==> config.mk <==
export PLATFORM = sky130hd
export DESIGN_NAME = cc_branch_cond_flat
export DESIGN_NICKNAME = d
export VERILOG_FILES = /design/src/rtl/cc_branch_pkg.sv /design/src/rtl/cc_branch_cond_if.sv /design/src/rtl/cc_cond_eval.sv /design/src/rtl/cc_branch_cond.sv /design/src/flat_wrapper.sv
export SDC_FILE = /design/constraint.sdc
export NUM_CORES = 1
export LEC_CHECK = 0
export ABC_AREA = 1
export CAP_MARGIN = 5
export CORE_ASPECT_RATIO = 1.25
export CORE_MARGIN = 1.5
export CORE_UTILIZATION = 45
export DETAILED_ROUTE_END_ITERATION = 10
export DONT_BUFFER_PORTS = 1
export PLACE_DENSITY = 0.6
export SETUP_SLACK_MARGIN = 0.05
export SLEW_MARGIN = 10
export SYNTH_ARGS = -nofsm -noshare
export SYNTH_HDL_FRONTEND = slang
export SYNTH_HIERARCHICAL = 1
export SYNTH_SLANG_ARGS = --single-unit
==> constraint.sdc <==
create_clock -name CC_BRANCH_CLOCK_50 -period 4.05 [get_ports CC_BRANCH_CLOCK_50]
set_input_delay 0.6075 -clock CC_BRANCH_CLOCK_50 [delete_from_list [all_inputs] [get_ports CC_BRANCH_CLOCK_50]]
set_output_delay 0.6075 -clock CC_BRANCH_CLOCK_50 [all_outputs]
set_load 0.1 [all_outputs]
==> src/rtl/cc_branch_pkg.sv <==
// Shared definitions for the branch-condition block: condition codes, PSR flag
// bit positions and the output-buffer FSM encoding.
package cc_branch_pkg;

  localparam logic [3:0] COND_BN   = 4'b0000;
  localparam logic [3:0] COND_BE   = 4'b0001;
  localparam logic [3:0] COND_BLE  = 4'b0010;
  localparam logic [3:0] COND_BL   = 4'b0011;
  localparam logic [3:0] COND_BLEU = 4'b0100;
  localparam logic [3:0] COND_BCS  = 4'b0101;
  localparam logic [3:0] COND_BNEG = 4'b0110;
  localparam logic [3:0] COND_BVS  = 4'b0111;
  localparam logic [3:0] COND_BA   = 4'b1000;
  localparam logic [3:0] COND_BNE  = 4'b1001;
  localparam logic [3:0] COND_BG   = 4'b1010;
  localparam logic [3:0] COND_BGE  = 4'b1011;
  localparam logic [3:0] COND_BGU  = 4'b1100;
  localparam logic [3:0] COND_BCC  = 4'b1101;
  localparam logic [3:0] COND_BPOS = 4'b1110;
  localparam logic [3:0] COND_BVC  = 4'b1111;

  localparam int IDX_N = 3;
  localparam int IDX_Z = 2;
  localparam int IDX_V = 1;
  localparam int IDX_C = 0;

  typedef enum logic {
    IDLE = 1'b0,
    FULL = 1'b1
  } state_t;

endpackage

==> src/rtl/cc_branch_cond_if.sv <==
// Request/decision bus of cc_branch_cond. The flag-forwarding signals exist
// only when CC_BRANCH_BYPASS_EN is defined.
interface cc_branch_cond_if #(
  parameter int DATAWIDTH_ADDR = 32,
  parameter int DATAWIDTH_CNT  = 16
);

  logic [3:0]                CC_BRANCH_PSR_IN;
  logic [3:0]                CC_BRANCH_COND;
  logic [DATAWIDTH_ADDR-1:0] CC_BRANCH_TARGET;
  logic [DATAWIDTH_ADDR-1:0] CC_BRANCH_FALLTHRU;
  logic                      CC_BRANCH_REQ_VALID;
  logic                      CC_BRANCH_REQ_READY;
  logic                      CC_BRANCH_OUT_VALID;
  logic                      CC_BRANCH_OUT_READY;
  logic                      CC_BRANCH_TAKEN;
  logic [DATAWIDTH_ADDR-1:0] CC_BRANCH_NEXT_ADDR;
  logic [DATAWIDTH_CNT-1:0]  CC_BRANCH_TAKEN_CNT;
`ifdef CC_BRANCH_BYPASS_EN
  logic                      CC_BRANCH_SET_COND;
  logic [3:0]                CC_BRANCH_FLAGS_IN;
`endif

  modport master (
    output CC_BRANCH_PSR_IN, CC_BRANCH_COND, CC_BRANCH_TARGET, CC_BRANCH_FALLTHRU,
    output CC_BRANCH_REQ_VALID, CC_BRANCH_OUT_READY,
`ifdef CC_BRANCH_BYPASS_EN
    output CC_BRANCH_SET_COND, CC_BRANCH_FLAGS_IN,
`endif
    input  CC_BRANCH_REQ_READY, CC_BRANCH_OUT_VALID, CC_BRANCH_TAKEN,
    input  CC_BRANCH_NEXT_ADDR, CC_BRANCH_TAKEN_CNT
  );

  modport slave (
    input  CC_BRANCH_PSR_IN, CC_BRANCH_COND, CC_BRANCH_TARGET, CC_BRANCH_FALLTHRU,
    input  CC_BRANCH_REQ_VALID, CC_BRANCH_OUT_READY,
`ifdef CC_BRANCH_BYPASS_EN
    input  CC_BRANCH_SET_COND, CC_BRANCH_FLAGS_IN,
`endif
    output CC_BRANCH_REQ_READY, CC_BRANCH_OUT_VALID, CC_BRANCH_TAKEN,
    output CC_BRANCH_NEXT_ADDR, CC_BRANCH_TAKEN_CNT
  );

endinterface

==> src/rtl/cc_cond_eval.sv <==
// Combinational branch-condition evaluator: {N,Z,V,C} flags and a 4-bit
// condition code in, taken out. Kept standalone for reuse by other units.
module cc_cond_eval
  import cc_branch_pkg::*;
(
  input  logic [3:0] flags,
  input  logic [3:0] cond,
  output logic       taken
);

  logic n, z, v, c;

  assign n = flags[IDX_N];
  assign z = flags[IDX_Z];
  assign v = flags[IDX_V];
  assign c = flags[IDX_C];

  always_comb begin
    taken = 1'b0;
    case (cond)
      COND_BA:   taken = 1'b1;
      COND_BN:   taken = 1'b0;
      COND_BNE:  taken = ~z;
      COND_BE:   taken = z;
      COND_BG:   taken = ~(z | (n ^ v));
      COND_BLE:  taken = z | (n ^ v);
      COND_BGE:  taken = ~(n ^ v);
      COND_BL:   taken = n ^ v;
      COND_BGU:  taken = ~(c | z);
      COND_BLEU: taken = c | z;
      COND_BCC:  taken = ~c;
      COND_BCS:  taken = c;
      COND_BPOS: taken = ~n;
      COND_BNEG: taken = n;
      COND_BVC:  taken = ~v;
      COND_BVS:  taken = v;
      default:   taken = 1'b0;
    endcase
  end

endmodule

==> src/rtl/cc_branch_cond.sv <==
// Branch decision unit: evaluates a condition against the PSR flags and holds the
// result in a one-entry output buffer. CC_BRANCH_BYPASS_EN adds flag forwarding.
module cc_branch_cond
  import cc_branch_pkg::*;
#(
  parameter int DATAWIDTH_ALU_SELECTION = 4,
  parameter int DATAWIDTH_ADDR          = 32,
  parameter int DATAWIDTH_CNT           = 16
) (
  input  logic             CC_BRANCH_CLOCK_50,
  input  logic             CC_BRANCH_RESET_InLow,
  cc_branch_cond_if.slave  bus
);

  localparam logic [DATAWIDTH_CNT-1:0] CNT_MAX = {DATAWIDTH_CNT{1'b1}};
  localparam logic [DATAWIDTH_CNT-1:0] CNT_ONE = DATAWIDTH_CNT'(1);

  state_t                       state;
  logic                         taken_q;
  logic [DATAWIDTH_ADDR-1:0]    next_addr_q;
  logic [DATAWIDTH_CNT-1:0]     taken_cnt_q;
  logic [DATAWIDTH_ALU_SELECTION-1:0] eval_flags;
  logic                         eval_taken;
  logic                         req_ready;
  logic                         accept;

  // Forwarded ALU flags win over the PSR so a branch right after a flag-setting op sees the new flags.
`ifdef CC_BRANCH_BYPASS_EN
  assign eval_flags = bus.CC_BRANCH_SET_COND ? bus.CC_BRANCH_FLAGS_IN : bus.CC_BRANCH_PSR_IN;
`else
  assign eval_flags = bus.CC_BRANCH_PSR_IN;
`endif

  cc_cond_eval u_cond_eval (
    .flags (eval_flags),
    .cond  (bus.CC_BRANCH_COND),
    .taken (eval_taken)
  );

  assign req_ready = (state == IDLE) | bus.CC_BRANCH_OUT_READY;
  assign accept    = bus.CC_BRANCH_REQ_VALID & req_ready;

  // A new request may replace the held result in the same cycle it is consumed.
  always_ff @(posedge CC_BRANCH_CLOCK_50 or negedge CC_BRANCH_RESET_InLow) begin
    if (!CC_BRANCH_RESET_InLow) begin
      state       <= IDLE;
      taken_q     <= 1'b0;
      next_addr_q <= '0;
      taken_cnt_q <= '0;
    end else if (accept) begin
      state       <= FULL;
      taken_q     <= eval_taken;
      next_addr_q <= eval_taken ? bus.CC_BRANCH_TARGET : bus.CC_BRANCH_FALLTHRU;
      if (eval_taken && (taken_cnt_q != CNT_MAX)) begin
        taken_cnt_q <= taken_cnt_q + CNT_ONE;
      end
    end else if ((state == FULL) && bus.CC_BRANCH_OUT_READY) begin
      state <= IDLE;
    end
  end

  assign bus.CC_BRANCH_REQ_READY = req_ready;
  assign bus.CC_BRANCH_OUT_VALID = (state == FULL);
  assign bus.CC_BRANCH_TAKEN     = taken_q;
  assign bus.CC_BRANCH_NEXT_ADDR = next_addr_q;
  assign bus.CC_BRANCH_TAKEN_CNT = taken_cnt_q;

endmodule
==> src/flat_wrapper.sv <==
// flat-port wrapper written by rule: the top's interface ports become plain ports
module cc_branch_cond_flat import cc_branch_pkg::*;
#(
  parameter int DATAWIDTH_ALU_SELECTION = 4,
  parameter int DATAWIDTH_ADDR          = 32,
  parameter int DATAWIDTH_CNT           = 16
)
  (CC_BRANCH_CLOCK_50, CC_BRANCH_RESET_InLow, bus_CC_BRANCH_PSR_IN, bus_CC_BRANCH_COND, bus_CC_BRANCH_TARGET, bus_CC_BRANCH_FALLTHRU, bus_CC_BRANCH_REQ_VALID, bus_CC_BRANCH_OUT_READY, bus_CC_BRANCH_REQ_READY, bus_CC_BRANCH_OUT_VALID, bus_CC_BRANCH_TAKEN, bus_CC_BRANCH_NEXT_ADDR, bus_CC_BRANCH_TAKEN_CNT);
  cc_branch_cond_if #(.DATAWIDTH_ADDR(DATAWIDTH_ADDR), .DATAWIDTH_CNT(DATAWIDTH_CNT)) bus_i ();
  input  logic CC_BRANCH_CLOCK_50;
  input  logic CC_BRANCH_RESET_InLow;
  input wire logic [$bits(bus_i.CC_BRANCH_PSR_IN)-1:0] bus_CC_BRANCH_PSR_IN;
  input wire logic [$bits(bus_i.CC_BRANCH_COND)-1:0] bus_CC_BRANCH_COND;
  input wire logic [$bits(bus_i.CC_BRANCH_TARGET)-1:0] bus_CC_BRANCH_TARGET;
  input wire logic [$bits(bus_i.CC_BRANCH_FALLTHRU)-1:0] bus_CC_BRANCH_FALLTHRU;
  input wire logic [$bits(bus_i.CC_BRANCH_REQ_VALID)-1:0] bus_CC_BRANCH_REQ_VALID;
  input wire logic [$bits(bus_i.CC_BRANCH_OUT_READY)-1:0] bus_CC_BRANCH_OUT_READY;
  output wire logic [$bits(bus_i.CC_BRANCH_REQ_READY)-1:0] bus_CC_BRANCH_REQ_READY;
  output wire logic [$bits(bus_i.CC_BRANCH_OUT_VALID)-1:0] bus_CC_BRANCH_OUT_VALID;
  output wire logic [$bits(bus_i.CC_BRANCH_TAKEN)-1:0] bus_CC_BRANCH_TAKEN;
  output wire logic [$bits(bus_i.CC_BRANCH_NEXT_ADDR)-1:0] bus_CC_BRANCH_NEXT_ADDR;
  output wire logic [$bits(bus_i.CC_BRANCH_TAKEN_CNT)-1:0] bus_CC_BRANCH_TAKEN_CNT;
  assign bus_i.CC_BRANCH_PSR_IN = bus_CC_BRANCH_PSR_IN;
  assign bus_i.CC_BRANCH_COND = bus_CC_BRANCH_COND;
  assign bus_i.CC_BRANCH_TARGET = bus_CC_BRANCH_TARGET;
  assign bus_i.CC_BRANCH_FALLTHRU = bus_CC_BRANCH_FALLTHRU;
  assign bus_i.CC_BRANCH_REQ_VALID = bus_CC_BRANCH_REQ_VALID;
  assign bus_i.CC_BRANCH_OUT_READY = bus_CC_BRANCH_OUT_READY;
  assign bus_CC_BRANCH_REQ_READY = bus_i.CC_BRANCH_REQ_READY;
  assign bus_CC_BRANCH_OUT_VALID = bus_i.CC_BRANCH_OUT_VALID;
  assign bus_CC_BRANCH_TAKEN = bus_i.CC_BRANCH_TAKEN;
  assign bus_CC_BRANCH_NEXT_ADDR = bus_i.CC_BRANCH_NEXT_ADDR;
  assign bus_CC_BRANCH_TAKEN_CNT = bus_i.CC_BRANCH_TAKEN_CNT;
  cc_branch_cond #(.DATAWIDTH_ALU_SELECTION(DATAWIDTH_ALU_SELECTION), .DATAWIDTH_ADDR(DATAWIDTH_ADDR), .DATAWIDTH_CNT(DATAWIDTH_CNT)) u_core (.CC_BRANCH_CLOCK_50(CC_BRANCH_CLOCK_50), .CC_BRANCH_RESET_InLow(CC_BRANCH_RESET_InLow), .bus(bus_i));
endmodule
==> summary.txt, run 1 <==
Logic synthesis
  • Yosys top cell by area: dfrtp_1
  • Main flop type after synthesis: dfrtp_1
  • Post-synth top cells: 167 x nand2_1, 56 x nor2_1, 50 x dfrtp_1
  • Synth Area in Compound Gates: 8.10%
  • XOR/XNOR Fraction of Synth Area: 1.90%
  • Mapped cell area: 2770 um2
  • Synth Area in Simple Gates: a little under two fifths
  • Number of enable flip-flop cells after synthesis: 0
  • Register area share after synthesis: 45.2%
  • Synth Warn #: 6
  • #FFs+latches synth: 50
  • Post-synthesis area per instance: 7.11 um2
  • Synth unique cells: 20
  • FFs w/ async S/R, synth: 100%
  • Gate Count Post-Synth: 389
  • Synth Area in Adders: 0.452%
  • Most common cell in the netlist: nand2_1
  • Largest cells by area after synthesis: dfrtp_1 45%, nand2_1 23%, nor2_1 7.6%
  • Post-synth top area share: 45.2%
  • Multiplexer share of the synthesized area: 0%
  • Syn_nets: 466
  • Largest family of logic cells by synthesized area: simple AND/OR/NAND/NOR gates

Setup path
  • Setup Crit Path Kind: register to output pin
  • Crit path DAT: 1.75 ns
  • Crit. End Element: output pin
  • Maximum fanout along the worst path: 2
  • Startpoint Class: register
  • CP required: between 3 and 4 ns
  • Reg2reg path depth: 5

Finish
  • Multi-input gate area: 1340 um2
  • Nets: 467
  • Diode count: 0
  • P&R area growth vs syn: 7.64%
  • Non-Filler Instances: 473
  • Fillers: 593
  • FF/Latch Area: 1250 um2
  • Ratio of cells with drive above 1 in the final layout: a little under a tenth

Route
  • Drt initial violations: slightly above 80
  • Vias: roughly 2400
  • Routed WL: 6590 um
  • Final ANT Viol Nets: 0
  • Via-to-Cell Ratio: 5.16
  • Wire per inst: ~14 um
  • DRC: 0
  • 1st-pass router iterations: 4

Placed design
  • Routability cong.: slightly above 0.9
  • Placed Cells: 464
  • Detail Placement HPWL: 4830 um
  • Port bufs: 0

Timing
  • FMAX: 425 MHz
  • Post-route clock skew: approximately 0.0063 ns
  • Fin. Hold Viols: 0
  • Fin. max-slew vios: 0
  • Worst Tran Pin Value: 1.06 ns
  • RSZ-0062 raised after global routing: false
  • Period utilisation layout: 58.1%
  • Slew headroom: 29.1%
  • Total negative slack: 0 ns
  • Setup violators final: 0
  • Min Tclk post-route: 2.35 ns

Floorplan
  • Die Width: 73.1 um
  • Die Area: ~6600 um2
  • Initial Utilization: 47.2%
  • Std cell rows: 31
  • Die Span Y: 90.7 um
  • I/O pins: between 100 and 150
  • Core area: 5860 um2

Pwr
  • Seq pwr share: 61.2%
  • Combinational share of power: 22.4%
  • Worst VDD drop: 307 uV
  • Pwr dens: 619 nW/um2
  • NetSw: 1.03 mW
  • Clock power share: between 15 and 20%
  • Sw frac: between 50% and 60%
  • Internal cell power: 0.816 mW
  • P_leak: 1.40 nW

Clock network
  • Post-CTS Hold Buffers: 1
  • Total CTS buffers: 5
  • Clock net sink count: 50
  • Longest Clk Path Bufs: 2
  • Htree depth: 2
  • Worst-path clk slew: 0.09 ns
  • Root buffer cell: clkbuf_8
  • CTS tree: built
  • Setup bufs post-CTS: 0
  • Clock latency at the later pin of the worst-skew pair: 0.30 ns
  • # resized after CTS: 0

Global routing
  • Grt ovf: 0
  • Largest net degree at the start of global routing: 65
  • Total GRT Usage: 20.5%
  • Global-route wire length before repair: around 11000 um
  • Vias in the first global route: 2324
  • Initial antenna violation count: 0

Flow run
  • Max cap viols: 0

Status
  • Status: finished, final reports clean

Min path
  • Hold WC Path Type: input port to asynchronous set/reset pin
## power groups by stage
stage / clock network [mW] / registers (mW) / logic, mW
after floorplan: 0 / 1.26 / 0.197
after global placement: 0 / 1.14 / 0.397
after detailed placement: 0 / 1.14 / 0.405
after CTS: 0.316 / 1.13 / 0.417
after global routing: 0.335 / 1.14 / 0.458
final: 0.304 / 1.13 / 0.413
## per-layer routing
| metal | track usage, % | up-vias | wire, um | part of all wire [%] |
|---|---|---|---|---|
| met5 | 0 | - | 0 | 0 |
| met4 | 7.08 | 0 | 116 | 1.8 |
| met3 | 7.37 | 8 | 514 | 7.8 |
| met2 | 34.3 | 94 | 3310 | 50 |
| met1 | 23.6 | 1098 | 2650 | 40 |
| li1 | - | 1241 | - | - |
## logic make-up (layout without fill, tap and decap cells)
group / after synthesis / in the layout
DFF: 50 / 50
adders and majority gates: 1 / 1
AOI/OAI and AO/OA: 36 / 36
buffers and inverters: 42 / 44
and+or+nand+nor: 254 / 254
xor gates and xnor gates: 6 / 6
## worst paths after layout
check / startpoint / end / slack [ns]
max reg2reg: u_core/bus.CC_BRANCH_OUT_VALID$_DFFE_PN0P_ / u_core/bus.CC_BRANCH_NEXT_ADDR[23]$_DFFE_PN0P_ / 1.82
min reg2reg: u_core/bus.CC_BRANCH_TAKEN_CNT[11]$_DFFE_PN0P_ / u_core/bus.CC_BRANCH_TAKEN_CNT[11]$_DFFE_PN0P_ / 0.59
min: CC_BRANCH_RESET_InLow / u_core/bus.CC_BRANCH_TAKEN_CNT[5]$_DFFE_PN0P_ / 0.15
max in group asynchronous: CC_BRANCH_RESET_InLow / u_core/bus.CC_BRANCH_NEXT_ADDR[20]$_DFFE_PN0P_ / 3.67
min in group CC_BRANCH_CLOCK_50: bus_CC_BRANCH_TARGET[30] / u_core/bus.CC_BRANCH_NEXT_ADDR[30]$_DFFE_PN0P_ / 0.45
max: u_core/bus.CC_BRANCH_OUT_VALID$_DFFE_PN0P_ / bus_CC_BRANCH_REQ_READY / 1.70
## final cells by class
type | count | area share, %
multi-input cells | 297 | 45.0
flip-flops and latches | 50 | 42.0
well taps | 82 | 3.45
inverters | 27 | 3.40
repair buffers | 9 | 2.94
clock buffers | 6 | 2.77
clock inverters | 2 | 0.420
## state kept, by name, indices dropped and copies added (netlist names)
signal	count
u_core/bus.CC_BRANCH_TAKEN	1
u_core/bus.CC_BRANCH_TAKEN_CNT	16
u_core/bus.CC_BRANCH_NEXT_ADDR	32
u_core/bus.CC_BRANCH_OUT_VALID	1
## critical path: stages, from the launching register on
cell,delay [ns]
dfrtp_1,0.95
nand2_1,0.21
buf_4,0.29
## metrics by stage
step	instance area (um2)	worst slack (ns)	utilization (%)	power, mW	hold slack (ns)
detailed placement	2860	1.70	48.8	1.54	0.313
floorplan	2770	1.41	-	1.46	0.312
global route	2980	1.56	50.8	1.93	0.156
finish	2980	1.70	50.8	1.84	0.148
CTS	2980	1.69	50.8	1.86	0.155
global placement	2860	1.76	48.8	1.54	0.313
## cells in the final DEF, fill, tap and decap left out, types with 2 or more instances in the layout
master | Yosys | layout
a31oi_1 | 32 | 32
inv_2 | 9 | 9
inv_1 | 18 | 18
xnor2_1 | 6 | 6
buf_4 | 0 | 8
nor2_1 | 56 | 56
nand2_4 | 2 | 2
nand4_1 | 9 | 9
o21ai_0 | 2 | 2
nand2_1 | 167 | 167
nand3_2 | 3 | 3
clkbuf_8 | 0 | 6
nand3_1 | 13 | 13
dfrtp_1 | 50 | 50
nor2_4 | 3 | 3
No activity file was read; power rests on OpenSTA's default activity.
==> run 2: changes to the inputs <==
==> constraint.sdc (replaced) <==
create_clock -name CC_BRANCH_CLOCK_50 -period 2.4 [get_ports CC_BRANCH_CLOCK_50]
set_input_delay 0.36 -clock CC_BRANCH_CLOCK_50 [delete_from_list [all_inputs] [get_ports CC_BRANCH_CLOCK_50]]
set_output_delay 0.36 -clock CC_BRANCH_CLOCK_50 [all_outputs]
set_load 0.1 [all_outputs]
==> run 2 against run 1 <==
Against the previous run:
- final area is 8.1% higher
- sequential share of layout area is 3.2 points lower
- largest cell class unchanged
- critical path type is now register to register
- global-route usage is 1.2 points higher
- critical endpoint is now u_core/bus.CC_BRANCH_TAKEN_CNT[12]$_DFFE_PN0P_
- flip-flop and latch count stayed put
- combinational power grew to 2.9 times the previous value
- wire length is 0.15% lower
- highest routed layer unchanged
- clock power is 96% higher
- cell count is 6.1% higher
==> summary.txt, run 2 (same netlist as run 1, synthesis figures left out) <==
Floorplan
  • Die Span Y: 90.7 um (unchanged)
  • I/O pins: 127 (unchanged)
  • Die Width: 73.1 um (unchanged)
  • Die Area: 6630 um2 (unchanged)
  • Initial Utilization: 47.2% (unchanged)
  • Core area: 5860 um2 (unchanged)
  • Std cell rows: 31 (unchanged)

Timing
  • Period utilisation layout: 68.6%
  • FMAX: 608 MHz
  • Worst Tran Pin Value: 0.916 ns (was 1.06 ns)
  • RSZ-0062 raised after global routing: false (unchanged)
  • Min Tclk post-route: 1.65 ns
  • Fin. max-slew vios: 0 (unchanged)
  • Slew headroom: 39.0% (was 29.1%)
  • Fin. Hold Viols: 0 (unchanged)
  • Total negative slack: 0 ns (unchanged)
  • Setup violators final: 0 (unchanged)
  • Post-route clock skew: 0.00702 ns (was 0.00629 ns)

Placed design
  • Routability cong.: 0.891 (was 0.915)
  • Detail Placement HPWL: 4920 um (was 4830 um)
  • Placed Cells: 492 (was 464)
  • Port bufs: 0 (unchanged)

Finish
  • Ratio of cells with drive above 1 in the final layout: 15.5% (was 9.21%)
  • Most common cell after layout, fill and taps aside: nand2_1 (unchanged)
  • FF/Latch Area: 1250 um2 (unchanged)
  • Most frequent cells in the layout: 166 x nand2_1, 56 x nor2_1, 50 x dfrtp_1, 36 x buf_4, 32 x a31oi_1 (was 167 x nand2_1, 56 x nor2_1, 50 x dfrtp_1, 32 x a31oi_1, 18 x inv_1)
  • Fillers: 576 (was 593)
  • P&R area growth vs syn: 16.4% (was 7.64%)
  • Max reg flops: 32 (unchanged)
  • Multi-input gate area: 1340 um2 (about the same)
  • Nets: 496 (was 467)
  • Diode count: 0 (unchanged)
  • Non-Filler Instances: 502 (was 473)

Pwr
  • P_leak: 1.55 nW (was 1.40 nW)
  • Pwr dens: 1020 nW/um2 (was 619 nW/um2)
  • Worst VDD drop: 509 uV (was 307 uV)
  • Total power: 3.29 mW (was 1.84 mW)

Global routing
  • Total GRT Usage: 21.6% (was 20.5%)
  • Vias in the first global route: 2506 (was 2324)
  • Initial antenna violation count: 0 (unchanged)
  • Grt ovf: 0 (unchanged)
  • Global-route wire length before repair: 11400 um (was 10700 um)
  • Largest net degree at the start of global routing: 65 (unchanged)

Clock network
  • Root buffer cell: clkbuf_8 (unchanged)
  • Worst-path clk slew: 0.09 ns (about the same)
  • Htree depth: 2 (unchanged)
  • Longest Clk Path Bufs: 2 (unchanged)
  • # resized after CTS: 0 (unchanged)
  • CTS tree: built (unchanged)
  • Clock net sink count: 50 (unchanged)
  • Clock latency at the later pin of the worst-skew pair: 0.31 ns (was 0.30 ns)
  • Total CTS buffers: 5 (unchanged)
  • Setup bufs post-CTS: 0 (unchanged)

Setup path
  • Critical-path cell list: ha_1 > nand3_2 > nor2_4 > a21oi_2 > nand2_1 > nand2_1 (was nand2_1 > buf_4)
  • Critical path's largest stage delay: 0.44 ns (was 0.95 ns)
  • Crit. End Element: register (was output pin)
  • Cell mode on critical path: nand2_1
  • Critical path's slowest cell: dfrtp_1 (unchanged)
  • Crit path DAT: 1.89 ns (was 1.75 ns)
  • CP required: 2.64 ns (was 3.44 ns)
  • Maximum fanout along the worst path: 11 (was 2)
  • Setup Crit Path Kind: register to register (was register to output pin)
  • Startpoint Class: register (unchanged)

Route
  • DRC: 0 (unchanged)
  • 1st-pass router iterations: 6 (was 4)
  • Vias: 2527 (was 2441)
  • Final ANT Viol Nets: 0 (unchanged)
  • Drt initial violations: 86 (was 83)
  • Wire per inst: 13.1 um (was 13.9 um)
  • Via-to-Cell Ratio: 5.03 (was 5.16)
  • Routed WL: 6580 um (was 6590 um)

Status
  • Status: finished, final reports clean (unchanged)

Flow run
  • Max cap viols: 0 (unchanged)

Min path
  • Hold WC Path Type: input port to register (was input port to asynchronous set/reset pin)
run 2: through the flow:
step	utilization [%]	setup WS, ns	hold slack [ns]	cell area [um2]
6_report	55.0	0.755	0.199	3220
5_1_grt	55.0	0.572	0.188	3220
4_1_cts	55.0	0.719	0.189	3220
3_5_place_dp	52.4	0.532	0.0658	3070
3_3_place_gp	52.4	0.575	0.0655	3070
2_1_floorplan	-	0.0991	0.0644	2770
run 2: final timing paths:
kind / start / end / slack, ns / cells after the start
worst max-delay path: u_core/bus.CC_BRANCH_TAKEN_CNT[1]$_DFFE_PN0P_ / u_core/bus.CC_BRANCH_TAKEN_CNT[12]$_DFFE_PN0P_ / 0.75 / 6
worst min-delay path: bus_CC_BRANCH_FALLTHRU[17] / u_core/bus.CC_BRANCH_NEXT_ADDR[17]$_DFFE_PN0P_ / 0.20 / 2
worst max register to register: u_core/bus.CC_BRANCH_TAKEN_CNT[1]$_DFFE_PN0P_ / u_core/bus.CC_BRANCH_TAKEN_CNT[12]$_DFFE_PN0P_ / 0.75 / 6
worst min register to register: u_core/bus.CC_BRANCH_NEXT_ADDR[18]$_DFFE_PN0P_ / u_core/bus.CC_BRANCH_NEXT_ADDR[18]$_DFFE_PN0P_ / 0.55 / 2
max in group asynchronous: CC_BRANCH_RESET_InLow / u_core/bus.CC_BRANCH_TAKEN_CNT[12]$_DFFE_PN0P_ / 1.62 / 2
min in group asynchronous: CC_BRANCH_RESET_InLow / u_core/bus.CC_BRANCH_TAKEN_CNT[2]$_DFFE_PN0P_ / 0.55 / 2
run 2: power breakdown:
part	switching [mW]	internal, mW	leakage (nW)
Combinational	0.923	0.252	0.898
Clock	0.286	0.310	0.0504
Sequential	0.549	0.970	0.602
run 2: what timing repair did:
action                                 in CTS  in global routing
setup endpoints to repair                   0                  0
hold buffers                                2                  0
endpoints found under the hold margin      50                  0
run 2: layout make-up:
cell class / instances / share of cell area (%)
well taps: 82 / 3.19
flip-flops and latches: 50 / 38.9
clock inverters: 3 / 1.40
clock buffers: 5 / 2.14
inverters: 27 / 3.15
multi-input cells: 297 / 41.7
repair buffers: 38 / 9.56
run 2: per-layer routing:
metal / GRT usage, % / up-vias / share of wire, %
met3: 5.02 / 10 / 6.1
li1: - / 1302 / -
met1: 25.7 / 1131 / 41
met2: 37.1 / 84 / 51
met4: 8.02 / 0 / 2.1
met5: 0 / - / 0
run 2: critical path: cells and delay by family (launching register included):
family | cells | cell delay, ns
simple gates | 4 | 0.46
compound gates | 1 | 0.42
flops | 1 | 0.44
fa+ha+maj | 1 | 0.26
==> run 3: changes to the inputs <==
==> constraint.sdc (replaced) <==
create_clock -name CC_BRANCH_CLOCK_50 -period 1.6 [get_ports CC_BRANCH_CLOCK_50]
set_input_delay 0.24 -clock CC_BRANCH_CLOCK_50 [delete_from_list [all_inputs] [get_ports CC_BRANCH_CLOCK_50]]
set_output_delay 0.24 -clock CC_BRANCH_CLOCK_50 [all_outputs]
set_load 0.1 [all_outputs]
==> run 3 against run 2 <==
Against the previous run:
- critical endpoint is now bus_CC_BRANCH_NEXT_ADDR[21]
- critical path depth is 6 lower
- die area is the same
- largest power group unchanged
- first-iteration DRC count is 41% lower
==> summary.txt, run 3 (same netlist as run 1, synthesis figures left out) <==
Timing
  • Min Tclk post-route: 1.50 ns
  • FMAX: 667 MHz
  • Slew headroom: 38.0% (was 39.0%)
  • Post-route clock skew: 0.00609 ns (was 0.00702 ns)
  • Fin. Hold Viols: 0 (unchanged)
  • RSZ-0062 raised after global routing: false (unchanged)
  • Hold Slack: 0.0839 ns (was 0.199 ns)
  • Worst Tran Pin Value: 0.930 ns (was 0.916 ns)
  • Fin. max-slew vios: 0 (unchanged)
  • Setup violators final: 0 (unchanged)
  • Period utilisation layout: 93.7%

Route
  • Wire per inst: 13.3 um (was 13.1 um)
  • Vias: 2561 (was 2527)
  • Drt initial violations: 51 (was 86)
  • Final ANT Viol Nets: 0 (unchanged)
  • DRC: 0 (unchanged)
  • Routed WL: 6620 um (was 6580 um)
  • Via-to-Cell Ratio: 5.13 (was 5.03)
  • 1st-pass router iterations: 4 (was 6)

Clock network
  • Root buffer cell: clkbuf_8 (unchanged)
  • CTS tree: built (unchanged)
  • Htree depth: 2 (unchanged)
  • Longest Clk Path Bufs: 2 (unchanged)
  • Clock net sink count: 50 (unchanged)
  • Clock latency at the later pin of the worst-skew pair: 0.30 ns (was 0.31 ns)
  • Worst-path clk slew: 0.09 ns (about the same)
  • Total CTS buffers: 5 (unchanged)

Floorplan
  • Die Width: 73.1 um (unchanged)
  • Die Area: 6630 um2 (unchanged)
  • Std cell rows: 31 (unchanged)
  • I/O pins: 127 (unchanged)
  • Die Span Y: 90.7 um (unchanged)
  • Core area: 5860 um2 (unchanged)
  • Initial Utilization: 47.2% (unchanged)

Min path
  • Hold WC Path Type: input port to register (unchanged)
  • WHS Path Cells: 2 (unchanged)
  • Hold Startpoint: bus_CC_BRANCH_TARGET[30] (was bus_CC_BRANCH_FALLTHRU[17])
  • Hold EP: u_core/bus.CC_BRANCH_NEXT_ADDR[30]$_DFFE_PN0P_ (was u_core/bus.CC_BRANCH_NEXT_ADDR[17]$_DFFE_PN0P_)

Global routing
  • Largest net degree at the start of global routing: 51 (was 65)
  • Grt ovf: 0 (unchanged)
  • Global-route wire length before repair: 11300 um (was 11400 um)
  • Initial antenna violation count: 0 (unchanged)
  • Busiest grt layer: met2 (unchanged)
  • Total GRT Usage: 21.5% (was 21.6%)
  • GR Layer Usage met1: 23.1% (was 25.7%)
  • Met3 usage in global routing: 4.91% (was 5.02%)
  • Grt met2 use: 38.9% (was 37.1%)
  • Vias in the first global route: 2623 (was 2506)

Setup path
  • Setup Crit Path Kind: register to output pin (was register to register)
  • Startpoint Class: register (unchanged)
  • Maximum fanout along the worst path: 2 (was 11)
  • Crit path DAT: 1.26 ns (was 1.89 ns)
  • Crit Reg-Reg Startpoint: u_core/bus.CC_BRANCH_TAKEN_CNT[0]$_DFFE_PN0P_ (was u_core/bus.CC_BRANCH_TAKEN_CNT[1]$_DFFE_PN0P_)
  • R2R Setup Slk: 0.16 ns (was 0.75 ns)
  • Crit. Startpoint: u_core/bus.CC_BRANCH_NEXT_ADDR[21]$_DFFE_PN0P_ (was u_core/bus.CC_BRANCH_TAKEN_CNT[1]$_DFFE_PN0P_)
  • Crit. End Element: output pin (was register)
  • CP required: 1.36 ns (was 2.64 ns)
  • Reg2Reg Capture Point: u_core/bus.CC_BRANCH_TAKEN_CNT[14]$_DFFE_PN0P_ (was u_core/bus.CC_BRANCH_TAKEN_CNT[12]$_DFFE_PN0P_)
  • Reg2reg path depth: 8 (was 6)

Finish
  • Most common cell after layout, fill and taps aside: nand2_1 (unchanged)
  • Diode count: 0 (unchanged)
  • Fillers: 580 (was 576)
  • Final Core Density: 56.2% (was 55.0%)
  • Most frequent cells in the layout: 166 x nand2_1, 56 x nor2_1, 33 x dfrtp_1, 32 x a31oi_1, 30 x buf_4 (was 166 x nand2_1, 56 x nor2_1, 50 x dfrtp_1, 36 x buf_4, 32 x a31oi_1)
  • Nets: 493 (was 496)
  • Ratio of cells with drive above 1 in the final layout: 18.9% (was 15.5%)
  • Final Cell Area: 3290 um2 (was 3220 um2)
  • Max reg flops: 32 (unchanged)
  • P&R area growth vs syn: 19.0% (was 16.4%)

Pwr
  • Internal cell power: 2.17 mW (was 1.53 mW)
  • Worst VDD drop: 708 uV (was 509 uV)
  • Combinational share of power: 31.5% (was 35.7%)
  • Clock power share: 14.8% (was 18.1%)
  • P_leak: 1.52 nW (was 1.55 nW)
  • Sw frac: 54.8% (was 53.4%)
  • NetSw: 2.63 mW (was 1.76 mW)
  • Seq pwr share: 53.7% (was 46.2%)
  • Total power: 4.80 mW (was 3.29 mW)
  • Pwr dens: 1460 nW/um2 (was 1020 nW/um2)

Placed design
  • Port bufs: 0 (unchanged)
  • Routability cong.: 0.872 (was 0.891)
  • Post-place instance area: 3170 um2 (was 3070 um2)
  • Detail Placement HPWL: 5000 um (was 4920 um)

Flow run
  • Max cap viols: 0 (unchanged)

Status
  • Status: finished, final reports clean (unchanged)
[run 3: changes by cell type in the layout (fill, tap and decap cells not counted), sizes merged]
cell,previous run,this run
clkinvlp,2,0
bufinv,1,0
clkinv,0,2
clkbuf,5,6
buf,37,34
[run 3: routing by layer]
layer,wire length (um),vias up
met1,2490,1170
met3,429,12
met4,135,0
li1,-,1290
met5,0,-
met2,3560,89
[run 3: power groups by stage]
stage / Combinational (mW) / Sequential (mW) / Clock (mW)
after floorplan: 0.525 / 3.24 / 0
after CTS: 1.53 / 2.59 / 0.739
after global routing: 1.62 / 2.62 / 0.793
after global placement: 1.47 / 2.61 / 0
after detailed placement: 1.49 / 2.61 / 0
final: 1.51 / 2.58 / 0.713
[run 3: what timing repair did]
action | in CTS | in global routing
endpoints found under the hold margin | 50 | 0
buffers inserted | 0 | 0
hold buffers | 2 | 0
gates resized for setup | 0 | 0
setup endpoints to repair | 0 | 0
[run 3: cell type report]
type	instances	area, um2	area share [%]
timing repair buffer	35	323	9.80
clock buffer	6	72.6	2.20
tap	82	103	3.12
multi-input combinational	297	1380	41.9
inverter	27	101	3.08
sequential	50	1300	39.6
clock inverter	2	10.0	0.304
[run 3: worst max path at each step]
stage	cells past startpoint	slack (ns)	endpoint
detailed placement	10	0.09	u_core/bus.CC_BRANCH_NEXT_ADDR[5]$_DFFE_PN0P_
global route	7	0.06	u_core/bus.CC_BRANCH_TAKEN_CNT[6]$_DFFE_PN0P_
floorplan	8	-0.003	u_core/bus.CC_BRANCH_TAKEN_CNT[14]$_DFFE_PN0P_
global placement	12	0.14	u_core/bus.CC_BRANCH_TAKEN_CNT[2]$_DFFE_PN0P_
CTS	0	0.09	bus_CC_BRANCH_NEXT_ADDR[5]
finish	0	0.10	bus_CC_BRANCH_NEXT_ADDR[21]
[run 3: metrics by stage]
stage          cells  setup WS, ns  setup TNS (ns)
2_1_floorplan    389      -0.00327        -0.00967
3_3_place_gp     489         0.138               0
3_5_place_dp     489        0.0916               0
4_1_cts          499        0.0903               0
5_1_grt          499        0.0589               0
6_report         499         0.101               0
